File: src/rtl/ram_arb_pkg.sv
// Shared definitions for the data-RAM arbiter: state and owner encodings
// plus the default RAM geometry.
package ram_arb_pkg;

  localparam int ADDR_W_DEF = 12;
  localparam int DATA_W_DEF = 4;

  typedef enum logic [1:0] {
    IDLE = 2'd0,
    ACC  = 2'd1,
    RESP = 2'd2
  } state_t;

  localparam logic OWN_CPU = 1'b0;
  localparam logic OWN_DBG = 1'b1;

endpackage

File: src/rtl/ram_arbiter_rr_pick2.sv
// Two-way round-robin picker. Bit 0 is the CPU side, bit 1 the debug side.
// A lone requester always wins; on a tie the side that did not win last time
// is chosen. Purely combinational so it can be reused for other shared
// resources.
module rr_pick2 (
  input  logic [1:0] req,
  input  logic       last,
  output logic       valid,
  output logic       winner
);

  // Tie goes to the side that was not the previous winner.
  always_comb begin
    valid  = |req;
    winner = (req == 2'b11) ? ~last : req[1];
  end

endmodule

File: src/rtl/ram_arbiter.sv
// Shares the single data RAM between the CPU datapath and the debug/loader
// port using a fixed IDLE -> ACC -> RESP access sequence.
//
//   state | meaning
//   IDLE  | bus free; sample requests, capture winner's addr/we/wdata
//   ACC   | RAM strobed (ram_cs=1); read data sampled on exit
//   RESP  | owner gets done; RAM idle
//
// Every output is either a register or a decode of state/owner, so no
// request input reaches an output combinationally.
module ram_arbiter
  import ram_arb_pkg::*;
#(
  parameter int ADDR_W = ADDR_W_DEF,
  parameter int DATA_W = DATA_W_DEF
) (
  input  logic              clock,
  input  logic              reset,
  input  logic              cpu_req,
  input  logic              cpu_we,
  input  logic [ADDR_W-1:0] cpu_addr,
  input  logic [DATA_W-1:0] cpu_wdata,
  output logic              cpu_gnt,
  output logic              cpu_done,
  output logic [DATA_W-1:0] cpu_rdata,
  input  logic              dbg_req,
  input  logic              dbg_we,
  input  logic [ADDR_W-1:0] dbg_addr,
  input  logic [DATA_W-1:0] dbg_wdata,
  output logic              dbg_gnt,
  output logic              dbg_done,
  output logic [DATA_W-1:0] dbg_rdata,
  output logic              ram_cs,
  output logic              ram_we,
  output logic [ADDR_W-1:0] ram_addr,
  output logic [DATA_W-1:0] ram_wdata,
  input  logic [DATA_W-1:0] ram_rdata
);

  state_t            state_q, state_d;
  logic              owner_q, owner_d;
  logic              last_q, last_d;
  logic              we_q, we_d;
  logic [ADDR_W-1:0] addr_q, addr_d;
  logic [DATA_W-1:0] wdata_q, wdata_d;
  logic [DATA_W-1:0] cpu_rdata_q, cpu_rdata_d;
  logic [DATA_W-1:0] dbg_rdata_q, dbg_rdata_d;

  logic pick_valid;
  logic pick_winner;

  rr_pick2 u_pick (
    .req    ({dbg_req, cpu_req}),
    .last   (last_q),
    .valid  (pick_valid),
    .winner (pick_winner)
  );

  // State and datapath registers; last starts at DBG so the CPU wins the
  // first contention after reset.
  always_ff @(posedge clock or posedge reset) begin
    if (reset) begin
      state_q     <= IDLE;
      owner_q     <= OWN_CPU;
      last_q      <= OWN_DBG;
      we_q        <= 1'b0;
      addr_q      <= '0;
      wdata_q     <= '0;
      cpu_rdata_q <= '0;
      dbg_rdata_q <= '0;
    end else begin
      state_q     <= state_d;
      owner_q     <= owner_d;
      last_q      <= last_d;
      we_q        <= we_d;
      addr_q      <= addr_d;
      wdata_q     <= wdata_d;
      cpu_rdata_q <= cpu_rdata_d;
      dbg_rdata_q <= dbg_rdata_d;
    end
  end

  // Next-state, request capture and read-data sampling.
  always_comb begin
    state_d     = state_q;
    owner_d     = owner_q;
    last_d      = last_q;
    we_d        = we_q;
    addr_d      = addr_q;
    wdata_d     = wdata_q;
    cpu_rdata_d = cpu_rdata_q;
    dbg_rdata_d = dbg_rdata_q;
    case (state_q)
      IDLE: begin
        if (pick_valid) begin
          state_d = ACC;
          owner_d = pick_winner;
          if (pick_winner == OWN_DBG) begin
            we_d    = dbg_we;
            addr_d  = dbg_addr;
            wdata_d = dbg_wdata;
          end else begin
            we_d    = cpu_we;
            addr_d  = cpu_addr;
            wdata_d = cpu_wdata;
          end
        end
      end
      ACC: begin
        state_d = RESP;
        last_d  = owner_q;
        if (!we_q) begin
          if (owner_q == OWN_DBG) dbg_rdata_d = ram_rdata;
          else                    cpu_rdata_d = ram_rdata;
        end
      end
      RESP: begin
        state_d = IDLE;
      end
      default: begin
        state_d = IDLE;
      end
    endcase
  end

  // Output decode from state/owner and the captured registers.
  always_comb begin
    ram_cs    = (state_q == ACC);
    ram_we    = (state_q == ACC) && we_q;
    ram_addr  = addr_q;
    ram_wdata = wdata_q;
    cpu_gnt   = ((state_q == ACC) || (state_q == RESP)) && (owner_q == OWN_CPU);
    dbg_gnt   = ((state_q == ACC) || (state_q == RESP)) && (owner_q == OWN_DBG);
    cpu_done  = (state_q == RESP) && (owner_q == OWN_CPU);
    dbg_done  = (state_q == RESP) && (owner_q == OWN_DBG);
    cpu_rdata = cpu_rdata_q;
    dbg_rdata = dbg_rdata_q;
  end

endmodule

File: config.mk
export PLATFORM = sky130hd
export DESIGN_NAME = ram_arbiter
export DESIGN_NICKNAME = d
export VERILOG_FILES = /design/src/rtl/ram_arb_pkg.sv /design/src/rtl/ram_arbiter_rr_pick2.sv /design/src/rtl/ram_arbiter.sv
export SDC_FILE = /design/constraint.sdc
export NUM_CORES = 1
export LEC_CHECK = 0
export ABC_AREA = 1
export CORE_MARGIN = 2
export CORE_UTILIZATION = 29
export CTS_BUF_LIST = sky130_fd_sc_hd__clkbuf_2 sky130_fd_sc_hd__clkbuf_4 sky130_fd_sc_hd__clkbuf_8
export CTS_CLUSTER_SIZE = 30
export DETAILED_ROUTE_END_ITERATION = 8
export GPL_ROUTABILITY_DRIVEN = 0
export GPL_TIMING_DRIVEN = 0
export SLEW_MARGIN = 10
export SYNTH_ARGS = -nofsm -noshare
export SYNTH_HDL_FRONTEND = slang
export SYNTH_SLANG_ARGS = --single-unit
File: constraint.sdc
create_clock -name clock -period 1.8 [get_ports clock]
set_clock_uncertainty 0.15 [all_clocks]
set_input_delay 0.36 -clock clock [delete_from_list [all_inputs] [get_ports clock]]
set_output_delay 0.36 -clock clock [all_outputs]
set_load 0.01 [all_outputs]
==> key figures, run 1 <==
Timing
  – Max-slew violations: 0
  – TNS Setup: 0 ns
  – RSZ-0062 raised after global routing: true
  – Max Fclk: 0.565 GHz
  – WHS: 0.329 ns
  – Max-slew headroom: 0.305
  – Final setup violation count: 0
  – Fin crit share: 0.984
  – Min cycle time layout: 1.77 ns
  – Hold Fails Final Rpt: 0
  – Worst-margin pin slew: a little over 1 ns

Hold path
  – End of the worst hold path: ram_addr[3]
  – Hold Path Stages: 2
  – Hold Crit Start: ram_addr[3]
  – Hold Crit Class: reg -> reg

Worst setup path
  – Required time worst endpoint: 1.29 ns
  – Reg-to-reg slack, setup: 0.21 ns
  – Worst reg2reg endpoint: ram_addr[11]
  – Critical path class: reg -> out
  – CP max FO: 3
  – Reg2reg path depth: 8
  – CP Launch Type: flop
  – Reg-to-reg critical path startpoint: state_q[0]
  – CP endpoint kind: output port
  – CP Data Arrival Time: 1.26 ns

Clock network
  – Clock buffer count from CTS: 5
  – H-tree Lvls: 2
  – Clk sinks: 29
  – CTS tree: built
  – Worst-Skew Late Latency: ~0.28 ns
  – Clock transition at path regs: around 0.060 ns
  – Root buf cell: clkbuf_8
  – Hold Buf Count CTS: 0
  – CTS max path bufs: 2

Floorplan
  – Die ar.: between 5000 and 6000 um^2
  – Die width: between 70 and 80 um
  – Core area: 5140 um^2
  – # IOs: 72
  – Die height: 77.2 um
  – Std cell rows: 26
  – Starting Density: 0.302

Drt
  – Vias per inst: 4.18
  – Routed len/inst: 11.1 um
  – Antenna viol nets, final: 0
  – Final WL: 4040 um
  – Residual DRC: 0
  – Pre-antenna DRT Iters: 4
  – Vias: 1526
  – Drt initial violations: just under 60

Power and ir drop
  – Switching share of power: 0.372
  – Sequential fraction of design power: 0.314
  – Peak VDD IR: 0.489 mV
  – Logic pwr share: 0.530
  – Power, Total: 0.00378 W
  – Internal Power: 0.00238 W
  – Power Density: 1500 nW/um^2
  – Leakage power: 1.33 nW
  – Sw Pwr: 0.00141 W
  – Clock network fraction of total power: 0.156

Final layout
  – Register Area: ~730 um^2
  – ANT cells: 0
  – Post-route cell area: 2520 um^2
  – Area of the multi-input gates: 626 um^2
  – Commonest non-fill, non-tap cell in the layout: clkdlybuf4s50_1
  – Most frequent cells in the layout: clkdlybuf4s50_1, nand2_1, inv_1
  – Layout cell share with drive strength beyond 1: 0.139
  – Layout fillers: 541
  – Final Util: 0.490
  – Nets: 340
  – Area Growth Syn to Fin: 61.9%

Global route
  – Largest net degree at the start of global routing: 30
  – Total grt overflow: 0
  – Gr usage total: 0.144
  – First-pass GRT wire length: between 6000 and 7000 um
  – Vias in the first global route: 1437
  – Antenna violations before repair: 0

Run
  – # Max-Cap Violations: 0

Synthesis
  – Synth Instances: 209
  – Area contributors post-synth: dfrtp_1, nand2_1, nand3_1, inv_1, ha_1
  – Synth Area per Inst: between 7 and 8 um^2
  – Mapped cell area: 1550 um^2
  – Synth Register Bits: 29
  – Synth area leader: dfrtp_1
  – Post-synth net total: 255
  – Synth Warn #: 0
  – Netlist cell types: 18
  – Sequential share of the synthesized area: 0.468
  – Yosys top cell area share: 0.451

Placement
  – PortBufs: 71
  – Placed cell areas: 2350 um^2
  – DP HPWL: 2870 um

Status
  – Outcome: completed
-- metal layers --
| layer | up-vias | track usage | wire length, um |
|---|---|---|---|
| met4 | 0 | 0.0375 | 47 |
| li1 | 793 | - | - |
| met3 | 6 | 0.0576 | 303 |
| met1 | 673 | 0.176 | 1790 |
| met5 | - | 0 | 0 |
| met2 | 54 | 0.235 | 1890 |
-- how the worst max path moves through the flow --
stage	startpoint	to	slack, ns	cells after the start
2_1_floorplan	state_q[0]	ram_addr[7]	0.32	8
3_3_place_gp	state_q[0]	cpu_gnt	-0.11	5
3_5_place_dp	reset	ram_addr[0]	-0.14	2
4_1_cts	state_q[1]	ram_cs	0.01	4
5_1_grt	state_q[0]	cpu_gnt	-0.03	5
6_report	state_q[0]	cpu_gnt	0.03	5
-- critical path, cell delays in order, from the launching register on --
cell and delay (ns):
dfrtp_1 0.39, inv_2 0.08, ha_4 0.27, inv_2 0.03
nor2_2 0.09, buf_2 0.14
-- power groups by stage --
stage / Sequential (W) / Clock [W] / Combinational (W)
5_1_grt: 0.00123 / 0.000639 / 0.00223
2_1_floorplan: 0.00130 / 0 / 0.000803
4_1_cts: 0.00118 / 0.000605 / 0.00196
3_5_place_dp: 0.00119 / 0 / 0.00188
3_3_place_gp: 0.00119 / 0 / 0.00185
6_report: 0.00119 / 0.000591 / 0.00201
-- cell usage after synthesis (all sizes together) --
cell type  count
nand2         66
inv           50
nand3         37
dfrtp         28
o21ai         10
buf            6
nor2           5
ha             4
a21oi          2
dfstp          1
-- kinds of logic (layout without fill, tap and decap cells) --
| group | count (synthesis) | after routing | share of synthesized area |
|---|---|---|---|
| adders and majority gates | 4 | 4 | 0.0322 |
| buffers and inverters | 56 | 142 | 0.149 |
| and+or+nand+nor | 108 | 108 | 0.312 |
| DFF | 29 | 29 | 0.468 |
| AOI/OAI and AO/OA | 12 | 12 | 0.0386 |
-- repair_timing --
action | in CTS | in global routing
pin swaps | 1 | 3
setup endpoints to repair | 6 | 5
resized for setup | 28 | 6
setup buffers | 5 | 2
-- state kept, by name, indices dropped and copies added, names as in the netlist --
signal,cells
last_q,1
cpu_rdata,4
ram_wdata,4
ram_addr,12
dbg_rdata,4
owner_q,1
state_q,2
we_q,1
-- per-stage QoR --
step | worst slack [ns] | cells
after floorplan | 0.321 | 209
after global placement | -0.105 | 350
after detailed placement | -0.141 | 350
after CTS | 0.0104 | 363
after global routing | -0.0330 | 365
final | 0.0291 | 365
-- layout make-up --
cell class | count | area share
Buffer | 6 | 0.0164
Clock buffer | 7 | 0.0383
Clock inverter | 1 | 0.00199
Inverter | 50 | 0.0756
Multi-Input combinational cell | 124 | 0.249
Sequential cell | 29 | 0.289
Tap cell | 70 | 0.0348
Timing Repair Buffer | 78 | 0.295
No activity file was read; power rests on OpenSTA's default activity.
==> run 2, diff against run 1 <==
--- a/config.mk
+++ b/config.mk
@@ -13,7 +13,9 @@
 export DETAILED_ROUTE_END_ITERATION = 8
 export GPL_ROUTABILITY_DRIVEN = 0
 export GPL_TIMING_DRIVEN = 0
+export SETUP_SLACK_MARGIN = 0.3
 export SLEW_MARGIN = 10
 export SYNTH_ARGS = -nofsm -noshare
 export SYNTH_HDL_FRONTEND = slang
 export SYNTH_SLANG_ARGS = --single-unit
+export TNS_END_PERCENT = 5
==> key figures, run 2 (synthesis results as in run 1) <==
Drt
  – Drt initial violations: 49 (-16%)
  – Residual DRC: 0 (unchanged)
  – Vias: 1525 (-0.066%)
  – Pre-antenna DRT Iters: 4 (unchanged)
  – Vias per inst: 4.18 (about the same)
  – Routed len/inst: 11.3 um (+2.2%)
  – Antenna viol nets, final: 0 (unchanged)
  – Final WL: 4130 um (+2.2%)

Worst setup path
  – CP Data Arrival Time: 1.26 ns (about the same)
  – CP max FO: 3 (unchanged)
  – Crit path depth: 5 (unchanged)
  – Critical path class: reg -> out
  – Required time worst endpoint: 1.29 ns (about the same)
  – Worst reg2reg endpoint: dbg_rdata[2]
  – Crit path largest cell delay: 0.39 ns (about the same)
  – CP Launch Type: flop
  – Critical Path, Cell by Cell: inv_2, ha_4, inv_2, nor2_2, buf_2
  – Crit path max-delay family: flip-flops
  – Crit path buffers/inverters: 3 (unchanged)
  – CP endpoint kind: output port
  – Critical path's most frequent cell: inv_2
  – CP Capture Point: cpu_gnt
  – CP startpoint: state_q[0]
  – Reg-to-reg slack, setup: 0.23 ns (+0.02 ns)
  – Reg-to-reg critical path startpoint: state_q[1]
  – Reg2reg path depth: 6 (-2)
  – Slowest CP cell: dfrtp_1

Final layout
  – Area Growth Syn to Fin: 73.7%
  – Post-route cell area: 2700 um^2 (+7.3%)
  – Most frequent cells in the layout: nand2_1, inv_1, clkdlybuf4s50_1
  – Layout cell share with drive strength beyond 1: 0.190 (+0.0508)
  – Commonest non-fill, non-tap cell in the layout: nand2_1
  – ANT cells: 0 (unchanged)
  – Nets: 340 (unchanged)
  – Largest register FFs: 12 (unchanged)

Floorplan
  – Core area: 5140 um^2 (unchanged)
  – Die width: 77.2 um (unchanged)
  – Die ar.: 5960 um^2 (unchanged)
  – Std cell rows: 26 (unchanged)
  – Die height: 77.2 um (unchanged)
  – # IOs: 72 (unchanged)
  – Starting Density: 0.302 (unchanged)

Global route
  – Vias in the first global route: 1432 (-0.35%)
  – Gr usage total: 0.144 (unchanged)
  – Total grt overflow: 0 (unchanged)
  – Antenna violations before repair: 0 (unchanged)
  – Largest net degree at the start of global routing: 30 (unchanged)
  – First-pass GRT wire length: 6750 um (+0.10%)

Placement
  – PortBufs: 71 (unchanged)
  – Pre-CTS setup slack: -0.141 ns (unchanged)
  – DP HPWL: 2870 um (unchanged)
  – Placed cell areas: 2350 um^2 (unchanged)

Clock network
  – Clock transition at path regs: 0.06 ns (about the same)
  – Root buf cell: clkbuf_8
  – Worst-Skew Late Latency: 0.28 ns (about the same)
  – Clock buffer count from CTS: 5 (unchanged)
  – Clk sinks: 29 (unchanged)
  – CTS max path bufs: 2 (unchanged)
  – H-tree Lvls: 2 (unchanged)
  – CTS tree: built

Power and ir drop
  – Power, Total: 0.00394 W (+4.1%)
  – Peak VDD IR: 0.466 mV (-4.6%)
  – Power Density: 1460 nW/um^2 (-3.0%)
  – Leakage power: 1.64 nW (+23%)

Timing
  – Fin crit share: 0.984 (about the same)
  – WHS: 0.327 ns (-0.00218 ns)
  – Hold Fails Final Rpt: 0 (unchanged)
  – Max Fclk: 0.565 GHz (about the same)
  – Worst-margin pin slew: 1.05 ns (+0.00952 ns)
  – Max-slew headroom: 0.298 (-0.00639)
  – Min cycle time layout: 1.77 ns (+0.000178 ns)
  – TNS Setup: 0 ns (unchanged)
  – Max-slew violations: 0 (unchanged)
  – RSZ-0062 raised after global routing: true
  – Final setup margin: 0.0289 ns (-0.000178 ns)
  – Final setup violation count: 0 (unchanged)

Run
  – # Max-Cap Violations: 0 (unchanged)

Hold path
  – Hold Crit Start: ram_addr[3]
  – Hold Crit Class: reg -> reg

Status
  – Outcome: completed
==> run 2: changes by cell type in the layout (fill, tap and decap cells not counted), moves of 2 or more <==
cell             previous run  this run
buf_2                       8         4
dlymetal6s2s_1              0        25
nand2_2                     1        12
buf_6                       3         9
nand2_1                    64        51
clkdlybuf4s50_1            65        40
nand2_4                     1         3
buf_4                       8         5
==> run 2: layout make-up <==
class | count | area, um^2
fillers | 533 | 2440
repair buffers | 78 | 822
flip-flops and latches | 29 | 727
multi-input cells | 124 | 693
inverters | 50 | 198
clock buffers | 7 | 96.3
well taps | 70 | 87.6
plain buffers | 6 | 70.1
clock inverters | 1 | 5.00
==> run 2: power by group <==
group	leakage, nW	switching (W)	internal [W]
registers	0.352	0.000209	0.000992
clock network	0.0542	0.000244	0.000345
logic	1.23	0.00106	0.00109
total	1.64	0.00151	0.00243
==> run 2: tightest hold or removal path, cell delays in order (launching register included) <==
cell and delay (ns):
dfrtp_1 0.35, nand2_2 0.05, nand2_1 0.04
==> run 2: layer usage <==
metal / global-route usage / routed length (um) / vias up
met5: 0 / 0 / -
met4: 0.0429 / 80 / 0
met3: 0.0541 / 346 / 9
met2: 0.235 / 1950 / 57
met1: 0.176 / 1750 / 665
li1: - / - / 794
==> run 2: worst min path at each step <==
stage	to	slack, ns	cells past startpoint
2_1_floorplan	cpu_rdata[0]	0.29	1
3_3_place_gp	ram_wdata[3]	0.31	2
3_5_place_dp	ram_wdata[3]	0.32	2
6_report	ram_addr[3]	0.33	2
5_1_grt	ram_addr[10]	0.35	2
4_1_cts	ram_wdata[3]	0.33	2
==> run 2: what timing repair did <==
action                                  in CTS  in global routing
resized for setup                           32                 63
buffers inserted                             7                  0
endpoints found under the setup margin      80                 52
hold buffers                                 0                  0
pin swaps                                    2                 17
==> run 2: per-stage QoR <==
step,util,instances
after global routing,0.525,365
after detailed placement,0.458,350
after global placement,0.458,350
after floorplan,-,209
after CTS,0.489,365
final,0.525,365
==> run 3, diff against run 2 <==
--- a/config.mk
+++ b/config.mk
@@ -13,6 +13,7 @@
 export DETAILED_ROUTE_END_ITERATION = 8
 export GPL_ROUTABILITY_DRIVEN = 0
 export GPL_TIMING_DRIVEN = 0
+export PLACE_DENSITY = 0.65
 export SETUP_SLACK_MARGIN = 0.3
 export SLEW_MARGIN = 10
 export SYNTH_ARGS = -nofsm -noshare
==> key figures, run 3 (synthesis results as in run 1) <==
Final layout
  – Layout cell share with drive strength beyond 1: 0.199 (+0.00882)
  – Final Util: 0.527 (+0.00170)
  – Nets: 342 (+0.59%)
  – Layout fillers: 509 (-4.5%)
  – Final std cells w/o fill: 367 (+0.55%)
  – Area Growth Syn to Fin: 74.2%
  – Post-route cell area: 2710 um^2 (+0.32%)
  – Largest register FFs: 12 (unchanged)
  – ANT cells: 0 (unchanged)
  – Commonest non-fill, non-tap cell in the layout: nand2_1
  – Most frequent cells in the layout: nand2_1, inv_1, clkdlybuf4s50_1

Timing
  – Max-slew violations: 0 (unchanged)
  – RSZ-0062 raised after global routing: true
  – Hold Fails Final Rpt: 0 (unchanged)
  – Max Fclk: 0.570 GHz (+1.0%)
  – Final setup violation count: 0 (unchanged)
  – TNS Setup: 0 ns (unchanged)
  – Min cycle time layout: 1.75 ns (-0.0179 ns)
  – Max-slew headroom: 0.299 (about the same)
  – Fin crit share: 0.974 (-0.00994)
  – Worst-margin pin slew: 1.05 ns (-0.000425 ns)

Clock network
  – Worst-Skew Late Latency: 0.28 ns (about the same)
  – H-tree Lvls: 2 (unchanged)
  – Root buf cell: clkbuf_8
  – CTS max path bufs: 2 (unchanged)
  – Clock transition at path regs: 0.06 ns (about the same)
  – CTS tree: built
  – Clk sinks: 29 (unchanged)
  – Clock buffer count from CTS: 5 (unchanged)

Floorplan
  – # IOs: 72 (unchanged)
  – Die ar.: 5960 um^2 (unchanged)
  – Core area: 5140 um^2 (unchanged)
  – Std cell rows: 26 (unchanged)
  – Starting Density: 0.302 (unchanged)
  – Die height: 77.2 um (unchanged)
  – Die width: 77.2 um (unchanged)

Drt
  – Routed len/inst: 11.5 um (+2.0%)
  – Residual DRC: 0 (unchanged)
  – Vias: 1530 (+0.33%)
  – Final WL: 4230 um (+2.5%)
  – Antenna viol nets, final: 0 (unchanged)
  – Drt initial violations: 41 (-16%)
  – Pre-antenna DRT Iters: 4 (unchanged)
  – Vias per inst: 4.17 (-0.22%)

Worst setup path
  – CP Data Arrival Time: 1.24 ns (-0.02 ns)
  – Reg2reg path depth: 7 (+1)
  – Reg-to-reg slack, setup: 0.19 ns (-0.04 ns)
  – Critical path class: reg -> out
  – Reg-to-reg critical path startpoint: state_q[1]
  – Worst reg2reg endpoint: dbg_rdata[3]
  – CP max FO: 3 (unchanged)
  – CP Launch Type: flop
  – Required time worst endpoint: 1.29 ns (about the same)
  – CP endpoint kind: output port

Global route
  – Gr usage total: 0.155 (+0.0117)
  – Total grt overflow: 0 (unchanged)
  – First-pass GRT wire length: 7310 um (+8.3%)
  – Vias in the first global route: 1574 (+9.9%)
  – Largest net degree at the start of global routing: 30 (unchanged)
  – Antenna violations before repair: 0 (unchanged)

Hold path
  – Hold Crit Start: cpu_rdata[2]
  – Hold Path Stages: 2 (unchanged)
  – End of the worst hold path: cpu_rdata[2]
  – Hold Crit Class: reg -> reg

Power and ir drop
  – Peak VDD IR: 0.587 mV (+26%)
  – Power Density: 1450 nW/um^2 (-0.47%)
  – Leakage power: 1.66 nW (+1.3%)

Placement
  – PortBufs: 71 (unchanged)
  – DP HPWL: 2880 um (+0.20%)
  – Placed cell areas: 2350 um^2 (unchanged)
  – Placed insts: 350 (unchanged)

Status
  – Outcome: completed

Run
  – # Max-Cap Violations: 0 (unchanged)
## run 3: cell count changes in the layout (fill, tap and decap cells not counted), sizes merged
cell / delta
buf: +2
clkbuf: -1
clkdlybuf4s50: -1
clkinv: +1
dlymetal6s2s: +1
## run 3: timing repair
item / CTS / global route
pin swaps: 2 / 16
buffers inserted: 9 / 0
setup endpoints to repair: 77 / 52
endpoints found under the hold margin: 0 / 0
gates resized for setup: 34 / 62
hold buffers: 0 / 0
## run 3: per-layer routing
layer / track usage / vias to the layer above / share of wire
met5: 0 / - / 0
met4: 0.0482 / 0 / 0.012
met3: 0.0482 / 6 / 0.067
met2: 0.250 / 50 / 0.48
met1: 0.199 / 676 / 0.44
li1: - / 798 / -
## run 3: through the flow
| stage | hold slack, ns | setup WS [ns] | power [W] |
|---|---|---|---|
| 6_report | 0.323 | 0.0468 | 0.00393 |
| 5_1_grt | 0.359 | -0.0173 | 0.00428 |
| 4_1_cts | 0.331 | 0.0786 | 0.00378 |
| 3_5_place_dp | 0.314 | -0.118 | 0.00307 |
| 3_3_place_gp | 0.313 | -0.107 | 0.00304 |
| 2_1_floorplan | 0.287 | 0.321 | 0.00210 |
## run 3: final cells by class
cell class / instances / area [um^2] / share of cell area
multi-input combinational: 124 / 716 / 0.264
buffer: 6 / 66.3 / 0.0245
clock buffer: 6 / 76.3 / 0.0282
timing repair buffer: 80 / 830 / 0.306
sequential: 29 / 727 / 0.268
clock inverter: 2 / 10.0 / 0.00370
inverter: 50 / 195 / 0.0721
tap: 70 / 87.6 / 0.0323
## run 3: power by group
part           switching [W]  internal (W)
Sequential          0.000226      0.000992
Combinational        0.00108       0.00111
Clock               0.000242      0.000282
## run 3: worst max-delay path, stage by stage (launching register included)
cell,delay [ns]
dfrtp_1,0.37
inv_2,0.07
ha_4,0.26
inv_2,0.03
nor2_2,0.09
buf_2,0.14
## run 3: worst max-delay path by stage
stage                from           to  slack [ns]  cells past startpoint
2_1_floorplan  state_q[0]  ram_addr[7]        0.32                      8
3_3_place_gp        reset   state_q[1]       -0.11                      2
3_5_place_dp        reset  ram_addr[3]       -0.12                      2
4_1_cts        state_q[0]       ram_cs        0.08                      4
5_1_grt        state_q[1]      cpu_gnt       -0.02                      5
6_report       state_q[1]      cpu_gnt        0.05                      5
